===== src/rtl/ascon_sequencer.sv =====
// ascon_sequencer
// Control sequencer for an Ascon AEAD datapath. It walks one encrypt or
// decrypt operation through initialisation, associated-data absorption,
// domain separation, message processing and finalisation, driving the
// permutation core and requesting data blocks from the host side.
//
// Ports
//   clk, nRST      clock; asynchronous active-low reset
//   start          begin an operation (only honoured while idle)
//   decrypt        0 = encrypt, 1 = decrypt (latched on start)
//   ad_len         associated-data length in bytes, 0-16 (latched, saturated)
//   msg_len        message length in bytes, 0-16 (latched, saturated)
//   block_valid    host has the requested block available
//   perm_done      single-cycle pulse from the permutation core
//   busy           high in every state except IDLE
//   perm_start     single-cycle pulse launching a permutation
//   perm_rounds    round count for perm_start (12 or 6), 0 otherwise
//   load_init      load key/nonce/IV into the state
//   key_xor        XOR the key into the state
//   block_request  held high while waiting for an AD or message block
//   block_sel      0 = associated data, 1 = message
//   datalen        valid bytes of the requested block (0-8), 0 when not requesting
//   dom_sep        domain-separation pulse between AD and message
//   dec_mode       latched decrypt flag
//   done           tag ready, single-cycle pulse on the last busy cycle

module ascon_sequencer (
   input  logic       clk,
   input  logic       nRST,
   input  logic       start,
   input  logic       decrypt,
   input  logic [4:0] ad_len,
   input  logic [4:0] msg_len,
   input  logic       block_valid,
   input  logic       perm_done,
   output logic       busy,
   output logic       perm_start,
   output logic [3:0] perm_rounds,
   output logic       load_init,
   output logic       key_xor,
   output logic       block_request,
   output logic       block_sel,
   output logic [3:0] datalen,
   output logic       dom_sep,
   output logic       dec_mode,
   output logic       done
);

   localparam logic [3:0] ROUNDS_FULL = 4'd12;
   localparam logic [3:0] ROUNDS_HALF = 4'd6;

   typedef enum logic [3:0] {
      IDLE, INIT, INIT_WAIT, INIT_KEY, AD_REQ, AD_WAIT,
      DSEP, MSG_REQ, MSG_WAIT, FIN_KEY, FIN_WAIT, TAG
   } state_t;

   state_t     state;
   logic [4:0] ad_len_q;
   logic [4:0] msg_len_q;
   logic [1:0] blk_cnt;
   logic       perm_ok;

   // Lengths above 16 bytes are clamped to 16.
   function automatic logic [4:0] sat_len(input logic [4:0] len);
      return (len > 5'd16) ? 5'd16 : len;
   endfunction

   // Bytes carried by block idx: min(8, len - 8*idx). The block right after
   // the last full one is padding only and carries 0 bytes.
   function automatic logic [3:0] blk_bytes(input logic [4:0] len, input logic [1:0] idx);
      logic [4:0] rem;
      rem = len - {idx, 3'b000};
      return (rem > 5'd8) ? 4'd8 : rem[3:0];
   endfunction

   // A perm_done arriving together with our own perm_start cannot belong to
   // that permutation, so it is discarded.
   assign perm_ok = perm_done && !perm_start;

   // Single-process FSM. Every output is a register: each transition sets the
   // values the target state must present, and the one-cycle pulses default
   // low so they last exactly one cycle. The last block of a phase is the one
   // whose index equals floor(len/8), i.e. len[4:3].
   always_ff @(posedge clk or negedge nRST) begin
      if (!nRST) begin
         state         <= IDLE;
         ad_len_q      <= '0;
         msg_len_q     <= '0;
         blk_cnt       <= '0;
         busy          <= 1'b0;
         perm_start    <= 1'b0;
         perm_rounds   <= '0;
         load_init     <= 1'b0;
         key_xor       <= 1'b0;
         block_request <= 1'b0;
         block_sel     <= 1'b0;
         datalen       <= '0;
         dom_sep       <= 1'b0;
         dec_mode      <= 1'b0;
         done          <= 1'b0;
      end else begin
         perm_start  <= 1'b0;
         perm_rounds <= '0;
         load_init   <= 1'b0;
         key_xor     <= 1'b0;
         dom_sep     <= 1'b0;
         done        <= 1'b0;

         case (state)
            IDLE: begin
               if (start) begin
                  state       <= INIT;
                  ad_len_q    <= sat_len(ad_len);
                  msg_len_q   <= sat_len(msg_len);
                  dec_mode    <= decrypt;
                  busy        <= 1'b1;
                  block_sel   <= 1'b0;
                  load_init   <= 1'b1;
                  perm_start  <= 1'b1;
                  perm_rounds <= ROUNDS_FULL;
               end
            end

            INIT: state <= INIT_WAIT;

            INIT_WAIT: begin
               if (perm_ok) begin
                  state   <= INIT_KEY;
                  key_xor <= 1'b1;
               end
            end

            INIT_KEY: begin
               if (ad_len_q != 5'd0) begin
                  state         <= AD_REQ;
                  blk_cnt       <= 2'd0;
                  block_request <= 1'b1;
                  datalen       <= blk_bytes(ad_len_q, 2'd0);
               end else begin
                  state     <= DSEP;
                  block_sel <= 1'b1;
                  dom_sep   <= 1'b1;
               end
            end

            AD_REQ: begin
               if (block_valid) begin
                  state         <= AD_WAIT;
                  block_request <= 1'b0;
                  datalen       <= '0;
                  perm_start    <= 1'b1;
                  perm_rounds   <= ROUNDS_HALF;
               end
            end

            AD_WAIT: begin
               if (perm_ok) begin
                  if (blk_cnt != ad_len_q[4:3]) begin
                     state         <= AD_REQ;
                     blk_cnt       <= blk_cnt + 2'd1;
                     block_request <= 1'b1;
                     datalen       <= blk_bytes(ad_len_q, blk_cnt + 2'd1);
                  end else begin
                     state     <= DSEP;
                     block_sel <= 1'b1;
                     dom_sep   <= 1'b1;
                  end
               end
            end

            DSEP: begin
               state         <= MSG_REQ;
               blk_cnt       <= 2'd0;
               block_request <= 1'b1;
               datalen       <= blk_bytes(msg_len_q, 2'd0);
            end

            MSG_REQ: begin
               if (block_valid) begin
                  block_request <= 1'b0;
                  datalen       <= '0;
                  perm_start    <= 1'b1;
                  if (blk_cnt == msg_len_q[4:3]) begin
                     // The final block skips the 6-round permutation and goes
                     // straight into finalisation.
                     state       <= FIN_KEY;
                     key_xor     <= 1'b1;
                     perm_rounds <= ROUNDS_FULL;
                  end else begin
                     state       <= MSG_WAIT;
                     perm_rounds <= ROUNDS_HALF;
                  end
               end
            end

            MSG_WAIT: begin
               if (perm_ok) begin
                  state         <= MSG_REQ;
                  blk_cnt       <= blk_cnt + 2'd1;
                  block_request <= 1'b1;
                  datalen       <= blk_bytes(msg_len_q, blk_cnt + 2'd1);
               end
            end

            FIN_KEY: state <= FIN_WAIT;

            FIN_WAIT: begin
               if (perm_ok) begin
                  state   <= TAG;
                  key_xor <= 1'b1;
                  done    <= 1'b1;
               end
            end

            TAG: begin
               state     <= IDLE;
               busy      <= 1'b0;
               block_sel <= 1'b0;
            end

            default: state <= IDLE;
         endcase
      end
   end

endmodule

===== config.mk =====
export PLATFORM = sky130hd
export DESIGN_NAME = ascon_sequencer
export DESIGN_NICKNAME = d
export VERILOG_FILES = /design/src/rtl/ascon_sequencer.sv
export SDC_FILE = /design/constraint.sdc
export NUM_CORES = 1
export LEC_CHECK = 0
export ABC_AREA = 1
export CORE_UTILIZATION = 50
export DETAILED_ROUTE_END_ITERATION = 16
export GPL_TIMING_DRIVEN = 0
export PLACE_DENSITY_LB_ADDON = 0.05
export SLEW_MARGIN = 20
export SYNTH_ARGS = -nofsm -noshare
export SYNTH_HDL_FRONTEND = slang
export SYNTH_SLANG_ARGS = --single-unit
export TNS_END_PERCENT = 1

===== constraint.sdc =====
create_clock -name clk -period 4.35 [get_ports clk]
set_input_delay 0.87 -clock clk [delete_from_list [all_inputs] [get_ports clk]]
set_output_delay 0.87 -clock clk [all_outputs]
set_load 0.05 [all_outputs]

== Word level (Yosys, flattened, before mapping) ==
Index checks and enable logic that the tools add are counted.

* Input port bits: 16
* Output and inout port bits: 17
* Register bits: 33

* Muxes and demuxes: 59
* Eq/ne operators: 25
* Reduce and logical (&&, ||, !) cells: 16
* Add/sub/neg operators: 3
* $lt $le $gt $ge: 6

{| class="wikitable"
|+ Operators by type and width
! cell !! count
|-
| $mux W4 || 19
|-
| $pmux W4 S11 || 1
|-
| $ne A2 B2 Y1 const B || 11
|-
| $mux W1 || 21
|-
| $gt A5 B4 Y1 const B || 4
|-
| $pmux W4 S5 || 1
|-
| $eq A4 B3 Y1 const B || 4
|-
| $eq A4 B4 Y1 const B || 4
|-
| $mux W2 || 6
|-
| $pmux W4 S3 || 1
|-
| $gt A5 B5 Y1 const B || 2
|-
| $mux W5 || 2
|-
| $reduce_and A5 Y1 || 2
|-
| $reduce_bool A5 Y1 || 2
|-
| $sub A5 B5 Y5 || 2
|-
| $eq A4 B2 Y1 const B || 2
|-
| $pmux W1 S2 || 4
|-
| $pmux W2 S4 || 1
|-
| $reduce_bool A4 Y1 || 2
|-
| $reduce_and A7 Y1 || 1
|-
| $reduce_and A6 Y1 || 1
|-
| $pmux W1 S5 || 1
|-
| $eq A4 B1 Y1 const B || 1
|-
| $logic_not A4 Y1 || 1
|-
| other kinds (11) || 13
|}

== Depth between registers and ports, before layout ==
Gate-level depths: netlist of the first run.

* Depth after elaboration: 7
* Mapped depth: 13
* Depth with buffers taken out: 13

== Least setup slack after synthesis of the first run ==
No wires, ideal clock.

* Kind: input port to flip-flop
* From: in perm_done
* To: reg datalen[0]
* Buffers on the path: 0
* Cell stages on the path: 9
* Arrival: 1604 ps
* Setup slack: 2628 ps
* Cells stage by stage: inv_1 nor2_1 inv_1 nand2_4 inv_1 nor2_2 nand3_2 nand2_1 nand2_1

* Word-level cells in the longest chain between the ends: 3
* Elaborated cells on any way between the ends: 4

{| class="wikitable"
|+ Ends and longest elaborated chain
! what !! line !! source
|-
| start, declared || 35 || <nowiki>input logic perm_done,</nowiki>
|-
| $logic_and A1 B1 Y1 (*) || 78 || <nowiki>assign perm_ok = perm_done && !perm_start;</nowiki>
|-
| $ne A2 B2 Y1 (no line) || n/a ||
|-
| $reduce_and A6 Y1 (no line) (*) || n/a ||
|-
| end signal, assigned || 138 || <nowiki>datalen <= blk_bytes(ad_len_q, 2'd0);</nowiki>
|-
| end signal, assigned || 162 || <nowiki>datalen <= blk_bytes(ad_len_q, blk_cnt + 2'd1);</nowiki>
|-
| end signal, assigned || 175 || <nowiki>datalen <= blk_bytes(msg_len_q, 2'd0);</nowiki>
|-
| end, declared || 43 || <nowiki>output logic [3:0] datalen,</nowiki>
|}

Mark *: on every way between the ends. The rest lies on a longest branch, timed or not.
A chain may end at the register's enable or synchronous reset.

== Final worst setup path of the first run ==
* From: reg block_sel
* To: out block_sel

{| class="wikitable"
|+ RTL lines
! what !! line !! source
|-
| start, declared || 42 || <nowiki>output logic block_sel,</nowiki>
|-
| start signal, assigned || 96 || <nowiki>block_sel <= 1'b0;</nowiki>
|-
| start signal, assigned || 117 || <nowiki>block_sel <= 1'b0;</nowiki>
|-
| start signal, assigned || 141 || <nowiki>block_sel <= 1'b1;</nowiki>
|}

No word-level cell between the ends.

==> impl_metrics.tcl, run 1 <==
set metrics [dict create \
    status "finished clean" \
    drt_iter0_drc 99 \
    start_kind "register" \
    cts_tree "yes" \
    finClkSkew_ns 0.00404 \
    synth.area.top_cells "dfrtp_1 (43%), nand2_1 (16%), inv_1 (8.6%)" \
    setup_violations 0 \
    syn_nets 277 \
    num_vias 1704 \
    yosys_warnings 0 \
    crit_required_ns 3.48 \
    yosysTopAreaCell "dfrtp_1" \
    n_antenna_cell 0 \
    powerDensity_nw_per_um2 783 \
    io_buffers 31 \
    cts_buffer_depth 2 \
    ys_types 29 \
    crit_type "reg2out" \
    wl_um 3860 \
    clk_root_buffer_cell "clkbuf_8" \
    period_share_pct 53.3 \
    antenna_found_initial 0 \
    cts_buffers 5 \
    fill_cells 339 \
    rsz0062_at_grt "false" \
    avgSynthCellArea_sq_um 7.22 \
    synthCells 259 \
    fmax_ghz 0.432 \
    first_pass_iters 4 \
    die_h_um 63.2 \
    area_growth_pct 24.3 \
    via_per_inst 4.95 \
    hold_class "reg2reg" \
    cts_max_level 2 \
    finalHoldViolCount 0 \
    antenna_left 0 \
    clock_sinks 32 \
    cpMaxStageDelayCell "clkdlybuf4s50_1" \
    start_util_pct 53.9 \
    die-area_sq_um 3990 \
    path_buf_inv 1 \
    core_area_sq_um 3470 \
    slew_viol_final 0 \
    place_hpwl_um 2980 \
    r2r_setup_slack_ns 2.65 \
    drc 0 \
    cp.arrival_ns 1.45 \
    ys_ff_latch 32 \
    hold_buffers 0 \
    num-nets-final 315 \
    routedWlPerCell_um 11.2 \
    grt_usage_pct 22.2 \
    grt_pass1_wl_um 6740 \
    drive_gt1_share_pct 11.4 \
    crit_chain "clkdlybuf4s50_1" \
    max_stage_delay_ns 0.81 \
    grt_max_degree 33 \
    post-route-min-period_ns 2.32 \
    worstMarginPinSlew_ns 0.701 \
    final_cell_area_sq_um 2330 \
    placed_area_sq_um 2230 \
    cp_top_family "buffers and inverters" \
    post_cts_buffers 0 \
    first_global_vias 1532 \
    clkTransAtPathRegs_ns 0.07 \
    synth_top_area_share_pct 42.8 \
    syn_area_sq_um 1870 \
    ys_seq_area_share_pct 42.8 \
    maxCapViolations 0 \
    io_pins 33 \
    clk_latency_ns 0.28 \
    p_leak_nw 1.22 \
    slew_headroom_pct 53.2 \
    setup_tns_ns 0 \
    overflow 0 \
    cts_resized 0 \
    gp_congestion 0.872 \
    die-width_um 63.2 \
    peakVddDrop_mv 0.485 \
    cp_max_fo 2 \
    num_rows 21 \
    endpoint_kind "output pin" \
]
==> cell families after synthesis <==
kind of cell	share of synthesized area, %
and+or+nand+nor	34.1
buffers and inverters	10.0
AOI/OAI and AO/OA	11.0
DFF	42.8
adders and majority gates	1.34
xor gates and xnor gates	0.468
other	0.200
==> placed cells by master (no fill, tap or decap) <==
cell type        synthesis  final
nand2_1                 80     80
inv_1                   43     43
dfrtp_1                 32     32
clkdlybuf4s50_1          0     30
nor2_1                  19     19
nand3_1                 16     16
o21ai_0                  8      8
a21oi_1                  8      8
nor2_2                   8      8
nand2_2                  7      7
o21ai_1                  7      7
clkbuf_8                 0      6
o22ai_1                  5      5
nor3_1                   4      4
o31ai_1                  2      2
a21boi_0                 2      2
nand3_2                  2      2
nand4_1                  2      2
ha_1                     2      2
clkinv_2                 0      2
inv_2                    1      1
clkinv_1                 1      1
buf_6                    1      1
nand2_4                  1      1
nand3_4                  1      1
xnor2_1                  1      1
nor2_4                   1      1
a22o_2                   1      1
o21a_1                   1      1
o31ai_2                  1      1
buf_4                    1      1
conb_1                   1      1
buf_2                    0      1
==> report_power, final <==
part	switching, mW	internal, mW
registers	0.0884	0.416
clock network	0.108	0.126
logic	0.719	0.364
==> cell type report <==
class | count | area, sq um | share of cell area [%]
tap | 46 | 57.6 | 2.47
buffer | 2 | 18.8 | 0.807
clock buffer | 6 | 82.6 | 3.55
timing repair buffer | 31 | 305 | 13.1
sequential | 32 | 801 | 34.4
inverter | 45 | 169 | 7.26
multi-input combinational | 180 | 882 | 37.9
clock inverter | 2 | 10.0 | 0.430
==> final timing paths <==
kind	start	to	cells past startpoint
hold / removal	block_request$_DFFE_PN0P_	block_request$_DFFE_PN0P_	2
hold reg to reg	block_request$_DFFE_PN0P_	block_request$_DFFE_PN0P_	2
min in group asynchronous	nRST	done$_DFF_PN0_	1
setup reg to reg	blk_cnt[0]$_DFFE_PN0P_	state[0]$_DFFE_PN0P_	7
setup / recovery	block_sel$_DFFE_PN0P_	block_sel	1
max in group asynchronous	nRST	msg_len_q[0]$_DFFE_PN0P_	1
==> cell usage after synthesis (all sizes together) <==
| cell | count |
|---|---|
| o31ai | 3 |
| a22o | 1 |
| o21a | 1 |
| a21boi | 2 |
| ha | 2 |
| nor3 | 4 |
| dfrtp | 32 |
| nand3 | 19 |
| o21ai | 15 |
| conb | 1 |
| a21oi | 8 |
| xnor2 | 1 |
| inv | 44 |
| nor2 | 28 |
| o22ai | 5 |
| clkinv | 1 |
| nand4 | 2 |
| nand2 | 88 |
| buf | 2 |
==> per-stage QoR <==
step	worst slack [ns]	total power, mW	instances	util [%]	hold slack, ns
global route	1.99	1.98	344	67.1	0.503
detailed placement	1.99	1.59	336	64.4	0.461
floorplan	2.63	1.31	259	-	0.474
global placement	1.82	1.57	336	64.5	0.458
finish	2.03	1.82	344	67.1	0.472
CTS	2.03	1.83	344	67.1	0.477
==> layer usage <==
| layer | up-vias | global-route usage (%) | wire length (um) |
|---|---|---|---|
| met2 | 39 | 33.1 | 1680 |
| met5 | - | 0 | 0 |
| met4 | 0 | 8.72 | 52 |
| li1 | 882 | - | - |
| met1 | 777 | 30.5 | 1920 |
| met3 | 6 | 5.98 | 212 |
==> registers in the layout, indices dropped and copies added (netlist names), 2 cells and up <==
register / count
blk_cnt: 2
ad_len_q: 5
perm_rounds: 3
state: 4
msg_len_q: 5
datalen: 4
No activity file was read; power rests on OpenSTA's default activity.
==> run 2: changes to the inputs <==
--- a/config.mk
+++ b/config.mk
@@ -6,7 +6,7 @@
 export NUM_CORES = 1
 export LEC_CHECK = 0
 export ABC_AREA = 1
-export CORE_UTILIZATION = 50
+export CORE_UTILIZATION = 47
 export DETAILED_ROUTE_END_ITERATION = 16
 export GPL_TIMING_DRIVEN = 0
 export PLACE_DENSITY_LB_ADDON = 0.05
==> constraint.sdc (replaced) <==
create_clock -name clk -period 1.94 [get_ports clk]
set_input_delay 0.388 -clock clk [delete_from_list [all_inputs] [get_ports clk]]
set_output_delay 0.388 -clock clk [all_outputs]
set_load 0.05 [all_outputs]
==> run 2 against run 1 <==
  * Worst hold slack got worse by 0.33 ns
  * Die area increased by 6.2%
  * Via count shrank 1.1%
  * Critical path depth did not move
  * Clock power is 130% higher
  * Sequential share of layout area down 0.092 points
  * Utilization fell by 4.8 points
  * Count of clock-buffer cells in the layout rose by 1
  * Register-to-register slack worse by 2.4 ns
  * Cell count is 0.29% higher
  * Worst setup slack worse by 1.9 ns
  * Combinational power grew 120%
  * Critical endpoint is now busy
  * Largest cell class unchanged
  * Largest power group unchanged
==> impl_metrics.tcl, run 2 (same netlist as run 1, synthesis figures left out) <==
set metrics [dict create \
    clk_latency_ns 0.28 \
    instances_no_fill 345 \
    endpoint_kind "output pin" \
    top_usage_layer "met2" \
    drt_iter0_drc 110 \
    cpMaxStageDelayCell "clkdlybuf4s50_1" \
    grt_usage_pct 21.7 \
    drc 0 \
    use_met2_pct 33.1 \
    ff2ff_path_depth 9 \
    antenna_found_initial 0 \
    path_buf_inv 1 \
    antenna_left 0 \
    slew_viol_final 0 \
    crit_type "reg2out" \
    die_h_um 65.1 \
    worstMarginPinSlew_ns 0.679 \
    hold_class "in2async" \
    fmax_ghz 0.549 \
    cp_top_family "buffers and inverters" \
    wl_um 3790 \
    start_kind "register" \
    cts_resized 0 \
    io_pins 33 \
    peakVddDrop_mv 0.920 \
    maxCapViolations 0 \
    num_rows 22 \
    rsz0062_at_grt "false" \
    r2r_setup_slack_ns 0.27 \
    core_area_sq_um 3740 \
    final_common_cell "nand2_1" \
    area_growth_pct 24.7 \
    max_stage_delay_ns 0.81 \
    p_sw_share_pct 49.6 \
    power_frac_seq_pct 27.6 \
    r2r-start "blk_cnt[0]$_DFFE_PN0P_" \
    die-area_sq_um 4240 \
    clkTransAtPathRegs_ns 0.06 \
    setup_tns_ns 0 \
    powerDensity_nw_per_um2 1750 \
    whs_ns 0.143 \
    finClkSkew_ns 0.00297 \
    slew_headroom_pct 54.8 \
    via_per_inst 4.89 \
    cts_buffers 5 \
    cp.arrival_ns 1.43 \
    post_cts_buffers 0 \
    start_util_pct 50.0 \
    place_hpwl_um 2990 \
    use_met1_pct 29.2 \
    crit_required_ns 1.55 \
    first_pass_iters 4 \
    grt_max_degree 33 \
    hold_buffers 0 \
    cts_buffer_depth 2 \
    cts_tree "yes" \
    n_antenna_cell 0 \
    power_frac_comb_pct 59.1 \
    overflow 0 \
    layout_common_cells "nand2_1 (80), inv_1 (43), dfrtp_1 (32)" \
    num_vias 1686 \
    status "finished clean" \
    io_buffers 31 \
    gp_congestion 0.861 \
    period_share_pct 93.8 \
    fin_util_pct 62.3 \
    die-width_um 65.1 \
    final_cell_area_sq_um 2330 \
    post-route-min-period_ns 1.82 \
    placed_cells 338 \
    first_global_vias 1559 \
    finalHoldViolCount 0 \
    p_int_mw 2.06 \
    routedWlPerCell_um 11.0 \
    p_leak_nw 1.22 \
    placed_area_sq_um 2240 \
    clk_root_buffer_cell "clkbuf_8" \
    power.switching_mw 2.03 \
    met3_usage_pct 4.75 \
    largest_registers "ad_len_q x5, msg_len_q x5" \
    clock_sinks 32 \
    crit_chain "clkdlybuf4s50_1" \
    r2r_end "blk_cnt[0]$_DFFE_PN0P_" \
    p_clk_share_pct 13.2 \
    cts_max_level 2 \
    grt_pass1_wl_um 6800 \
    cp_max_fo 2 \
    num-nets-final 315 \
    drive_gt1_share_pct 11.1 \
    setup_violations 0 \
]
run 2: layout make-up:
type | count | area [sq um]
Buffer | 2 | 18.8
Clock buffer | 7 | 96.3
Fill cell | 364 | 1410
Inverter | 45 | 169
Multi-Input combinational cell | 180 | 882
Sequential cell | 32 | 801
Tap cell | 48 | 60.1
Timing Repair Buffer | 31 | 305
run 2: stage by stage:
step	setup WS, ns	total power, mW
floorplan	0.475	2.95
global placement	-0.128	3.54
detailed placement	0.0568	3.56
CTS	0.101	4.12
global route	0.0436	4.49
finish	0.120	4.09
run 2: worst max path at each step:
stage	startpoint	to	slack [ns]	cells after the start
detailed placement	perm_done	block_request$_DFFE_PN0P_	0.06	10
floorplan	perm_start$_DFF_PN0_	datalen[0]$_DFFE_PN0P_	0.48	8
global route	blk_cnt[0]$_DFFE_PN0P_	state[0]$_DFFE_PN0P_	0.04	7
CTS	block_request$_DFFE_PN0P_	block_request	0.10	1
global placement	nRST	load_init$_DFF_PN0_	-0.13	1
finish	busy$_DFFE_PN0P_	busy	0.12	1
run 2: routing by layer:
| metal | vias to the layer above | routed length, um | share of wire, % |
|---|---|---|---|
| met5 | - | 0 | 0 |
| met4 | 0 | 46 | 1.2 |
| met3 | 4 | 173 | 4.6 |
| met2 | 44 | 1700 | 45 |
| met1 | 755 | 1880 | 49 |
| li1 | 883 | - | - |
run 2: power by group through the flow:
| stage | combinational [mW] | clock [mW] | sequential (mW) |
|---|---|---|---|
| after floorplan | 1.46 | 0 | 1.49 |
| after global placement | 2.41 | 0 | 1.13 |
| after detailed placement | 2.43 | 0 | 1.14 |
| after CTS | 2.43 | 0.561 | 1.13 |
| after global routing | 2.74 | 0.591 | 1.16 |
| final | 2.42 | 0.542 | 1.13 |
